$ cat src/rtl/alu_vector_recorder.sv
// alu_vector_recorder: packs ALU transactions into 103-bit vector words,
// buffers them in a show-ahead FIFO and drains them over valid/ready.
//
// Ports:
//   clk, reset          clock, async active-low reset
//   cap_valid/ready     capture handshake; ALU fields sampled on accept
//   ALUControl, a, b,
//   Result, ALUFlags    ALU transaction fields
//   vec_valid/ready     output stream handshake
//   vec_data            packed word {ALUControl, a, b, Result, ALUFlags}
//   level               words currently buffered
//   cap_count           accepted captures since reset (wraps)
//   drop_count          captures discarded while full (saturates)
//
// Build option: define ALU_REC_DROP_EN for lossy mode (cap_ready tied high,
// captures at full are dropped and counted). Undefined = lossless mode.
module alu_vector_recorder #(
    parameter int DEPTH = 16,
    parameter int CNT_W = 32
) (
    input  logic                     clk,
    input  logic                     reset,
    input  logic                     cap_valid,
    output logic                     cap_ready,
    input  logic [2:0]               ALUControl,
    input  logic [31:0]              a,
    input  logic [31:0]              b,
    input  logic [31:0]              Result,
    input  logic [3:0]               ALUFlags,
    output logic                     vec_valid,
    input  logic                     vec_ready,
    output logic [102:0]             vec_data,
    output logic [$clog2(DEPTH):0]   level,
    output logic [CNT_W-1:0]         cap_count,
    output logic [15:0]              drop_count
);

    localparam int AW = $clog2(DEPTH);
    localparam int PW = AW + 1;

    logic [102:0]     mem [DEPTH];

    logic [PW-1:0]    wr_ptr_q, wr_ptr_d;
    logic [PW-1:0]    rd_ptr_q, rd_ptr_d;
    logic [CNT_W-1:0] cap_count_q, cap_count_d;

    logic             empty;
    logic             full;
    logic             do_rd;
    logic             do_wr;
    logic [102:0]     cap_word;

    assign empty = (wr_ptr_q == rd_ptr_q);
    // Same slot but different lap: the writer is one full lap ahead.
    assign full  = (wr_ptr_q[AW-1:0] == rd_ptr_q[AW-1:0]) &&
                   (wr_ptr_q[AW] != rd_ptr_q[AW]);

    assign cap_word = {ALUControl, a, b, Result, ALUFlags};

    assign vec_valid = !empty;
    assign vec_data  = mem[rd_ptr_q[AW-1:0]];
    assign level     = wr_ptr_q - rd_ptr_q;
    assign cap_count = cap_count_q;

`ifdef ALU_REC_DROP_EN
    logic        do_drop;
    logic [15:0] drop_count_q, drop_count_d;

    assign cap_ready  = 1'b1;
    assign drop_count = drop_count_q;

    always_comb begin
        do_rd   = !empty && vec_ready;
        // A read in the same cycle frees a slot, so a capture at full fits.
        do_wr   = cap_valid && (!full || do_rd);
        do_drop = cap_valid && full && !do_rd;
        drop_count_d = drop_count_q;
        if (do_drop && (drop_count_q != 16'hFFFF)) begin
            drop_count_d = drop_count_q + 16'd1;
        end
    end

    always_ff @(posedge clk or negedge reset) begin
        if (!reset) begin
            drop_count_q <= '0;
        end else begin
            drop_count_q <= drop_count_d;
        end
    end
`else
    // Full is a decode of registered pointers only, so no path from vec_ready.
    assign cap_ready  = !full;
    assign drop_count = 16'd0;

    always_comb begin
        do_rd = !empty && vec_ready;
        do_wr = cap_valid && !full;
    end
`endif

    always_comb begin
        wr_ptr_d    = wr_ptr_q;
        rd_ptr_d    = rd_ptr_q;
        cap_count_d = cap_count_q;
        if (do_wr) begin
            wr_ptr_d    = wr_ptr_q + PW'(1);
            cap_count_d = cap_count_q + CNT_W'(1);
        end
        if (do_rd) begin
            rd_ptr_d = rd_ptr_q + PW'(1);
        end
    end

    always_ff @(posedge clk or negedge reset) begin
        if (!reset) begin
            wr_ptr_q    <= '0;
            rd_ptr_q    <= '0;
            cap_count_q <= '0;
        end else begin
            wr_ptr_q    <= wr_ptr_d;
            rd_ptr_q    <= rd_ptr_d;
            cap_count_q <= cap_count_d;
        end
    end

    // Storage is not reset; stale words are hidden behind the pointers.
    always_ff @(posedge clk) begin
        if (do_wr) begin
            mem[wr_ptr_q[AW-1:0]] <= cap_word;
        end
    end

endmodule
$ cat config.mk
export PLATFORM = sky130hd
export DESIGN_NAME = alu_vector_recorder
export DESIGN_NICKNAME = d
export VERILOG_FILES = /design/src/rtl/alu_vector_recorder.sv
export SDC_FILE = /design/constraint.sdc
export NUM_CORES = 2
export LEC_CHECK = 0
export CELL_PAD_IN_SITES_DETAIL_PLACEMENT = 0
export CELL_PAD_IN_SITES_GLOBAL_PLACEMENT = 1
export CORE_MARGIN = 2
export CORE_UTILIZATION = 54
export DETAILED_ROUTE_END_ITERATION = 10
export PLACE_DENSITY_LB_ADDON = 0.08
export SETUP_SLACK_MARGIN = 0.02
export SLEW_MARGIN = 20
export SYNTH_ARGS = -nofsm -noshare
export SYNTH_HDL_FRONTEND = slang
export SYNTH_SLANG_ARGS = --single-unit
$ cat constraint.sdc
create_clock -name clk -period 12.6 [get_ports clk]
set_input_delay 1.89 -clock clk [delete_from_list [all_inputs] [get_ports clk]]
set_output_delay 1.89 -clock clk [all_outputs]
set_load 0.01 [all_outputs]
==> results.md <==
- First-pass GRT wire length: 211900 um
- Die W: 348.0 um
- Fmax: 146.6 MHz
- Total grt overflow: 0
- Wire length per cell: 30.46 um
- RePlAce Congestion: 0.7282
- Die area: 0.1211 sq mm
- Final Non-Filler Cells: 4760
- Setup_tns: 0 ns
- Crit end category: primary output
- RSZ-0062 raised after global routing: false
- Setup bufs post-CTS: 0
- Post-synth EDFFs: 1648
- Tcrit/Tclk final: 54.13%
- Synth cell types: 37
- PnR worst setup slack: between 5 and 6 ns
- Hpwl dp: 70400 um
- Worst slack at placement: between 6 and 7 ns
- Post-Syn Instances: about 2.7k
- Largest net degree at the start of global routing: 109
- CTS Buf Count: 170
- Layout cells sized above 1: 22.78%
- Number of antenna violations at the first check in global routing: 17
- Worst VDD drop: 0.0002010 V
- Initial DRC Count: around 2.7k
- Bufs and invs on worst path: 3
- Post-synth ARST share: between 2 and 2.5%
- WL final: 145000 um
- CTS resizes: 0
- CP top delay family: buffers and inverters
- Most common cell on crit path: buf_4
- Hold Path Class: flop to flop
- Warnings from Yosys: 0
- Residual DRC: 0
- Routed length on met1: 57920 um
- CTS tree: yes
- Worst-Skew Late Latency: between 0.7 and 0.8 ns
- Clk_skew: around 0.024 ns
- Startpoint types: flop
- Final setup fails: 0
- Syn avg cell area: 23.28 sq um
- Metal2 WL: 74350 um
- Count leader, synth: edfxtp_1
- Register area share after synthesis: 79.10%
- Clk buf depth: 3
- CP max FO: 44
- Worst-margin pin slew: 1.117 ns
- Status: finished clean
- Core ar.: 0.1178 sq mm
- Chip Height: 348.0 um
- CTS Root Cell: clkbuf_16
- CTS clk-pin slew, worst paths: approximately 0.060 ns
- Via count: 29.56k
- Power per cell area: 229.0 mW/mm^2
- Post-synth top cells: edfxtp_1 (1648), mux4_2 (412), a22oi_1 (206), nand2_1 (122), clkbuf_1 (55)
- Pleak: 0.02328 uW
- Fin crit period: 6.820 ns
- IO buf count: 248
- Slowest stage cell, crit path: dfrtp_4
- Row count: 126
- Layout net count: 3202
- Crit-path cells: buf_4 > buf_4 > mux4_2 > a22oi_1 > nand2_1 > clkdlybuf4s50_1
- Vias per inst: between 6 and 7
- Cells after DPL: roughly 4.4k
- Drt first pass iters: 5
- Post-CTS Hold Fix Bufs: 0
- Synth Flop Type: edfxtp_1
- DR WL met3: ~8800 um
- Pwr Total: ~17000 uW
- Area Overhead vs Synth: 14.93%
- Clk sinks: 1690
- Setup CP Type: flop to primary output
- Register bit count reported by yosys: between 1.5k and 2k
- Crit path DAT: between 4 and 5 ns
- Slowest cell delay on critical path: 0.87 ns
- Antenna-violating nets left: 0
- Max Used Layer: met5
- Crit path required time: 10.71 ns
- # IOs: roughly 270
- H-tree depth: 4
- Total GRT Usage: 24.37%
- MaxCap Viol Count: 0
- Number of global-route vias before repair: 31.38k
- Top area cells in the synthesized netlist: edfxtp_1 (77%), mux4_2 (15%), a22oi_1 (2.4%)
- Yosys top cell by area: edfxtp_1
- Post-synth top area share: 77.45%
- Initial Utilization: 54.25%
- Pins Over Slew Limit: 0
- Relative slew slack: ~26%
- Post-Syn Area: 0.06389 sq mm
- Hold Fails Final Rpt: 0
## layout by cell type (no fill, tap or decap), types with 12 or more instances in the layout
cell	instances
clkinv_2	23
xnor2_1	25
clkdlybuf4s50_1	247
mux4_2	412
edfxtp_1	1648
buf_4	59
xor2_1	19
nor2_4	15
a22oi_1	206
clkbuf_1	41
dfrtp_1	40
clkbuf_16	176
clkinv_1	35
bufinv_16	12
nand4_1	15
nand2_1	122
conb_1	16
## worst paths after layout
path / slack [ns] / end / start / cells past startpoint
min in group asynchronous: 1.14 / wr_ptr_q[1]$_DFFE_PN0P_ / reset / 1
setup / recovery: 5.78 / vec_data[10] / rd_ptr_q[0]$_DFFE_PN0P_ / 6
hold / removal: 0.48 / cap_count[31]$_DFFE_PN0P_ / cap_count[31]$_DFFE_PN0P_ / 1
setup reg to reg: 7.33 / mem[12][7]$_DFFE_PP_ / rd_ptr_q[0]$_DFFE_PN0P_ / 9
max in group asynchronous: 11.03 / rd_ptr_q[1]$_DFFE_PN0P_ / reset / 1
hold reg to reg: 0.48 / cap_count[31]$_DFFE_PN0P_ / cap_count[31]$_DFFE_PN0P_ / 1
## where the power goes
part / internal, uW / leakage, uW / switching [uW] / total (uW)
combinational: 2310 / 0.00525 / 2730 / 5040
clock: 2800 / 0.00259 / 2020 / 4810
sequential: 6760 / 0.0154 / 201 / 6960
## per-stage QoR
| stage | util [%] | area (sq um) | hold slack [ns] |
|---|---|---|---|
| after detailed placement | 57.80 | 68070 | 0.4657 |
| after global placement | 57.80 | 68070 | 0.4634 |
| after floorplan | - | 63950 | 0.4879 |
| after global routing | 62.35 | 73420 | 0.4971 |
| final | 62.35 | 73430 | 0.4795 |
| after CTS | 62.31 | 73380 | 0.4781 |
## layout make-up
cell class / instances / area [sq um]
inverter: 10 / 42.54
fill: 8021 / 44340
timing repair buffer: 310 / 2987
clock buffer: 218 / 4572
tap: 1536 / 1922
clock inverter: 84 / 732.0
sequential: 1690 / 50550
multi-input combinational: 902 / 12600
antenna: 10 / 25.02
## worst reg2reg max path, stage by stage (launching register included)
cell and delay (ns):
dfrtp_4 0.87, buf_4 0.79, ha_1 0.45, and4_1 0.33
a21boi_0 0.21, buf_4 0.21, nand2_1 0.25, nor2_4 0.19
buf_4 0.60, buf_4 0.89
## flip-flops by register name, indices dropped and copies added (netlist names)
signal / cells
cap_count: 32
rd_ptr_q: 5
wr_ptr_q: 5
mem: 1648
## kinds of logic (layout without fill, tap and decap cells)
| logic type | after synthesis | in the layout | synth area share [%] |
|---|---|---|---|
| flip-flops | 1690 | 1690 | 79.10 |
| adder cells (fa/ha/maj) | 11 | 11 | 0.2272 |
| other | 1 | 26 | 0.005869 |
| AO/OA/AOI/OAI | 217 | 217 | 2.558 |
| buffers and inverters | 168 | 622 | 1.471 |
| XOR/XNOR | 44 | 44 | 0.6032 |
| multiplexers | 413 | 413 | 14.54 |
| AND/OR/NAND/NOR | 201 | 201 | 1.496 |
## layer usage
layer / up-vias / track usage, %
li1: 12390 / -
met3: 231 / 4.466
met2: 926 / 41.18
met4: 16 / 7.845
met1: 16000 / 32.53
met5: - / 0
Note: power is estimated with default switching activity, not from simulation.
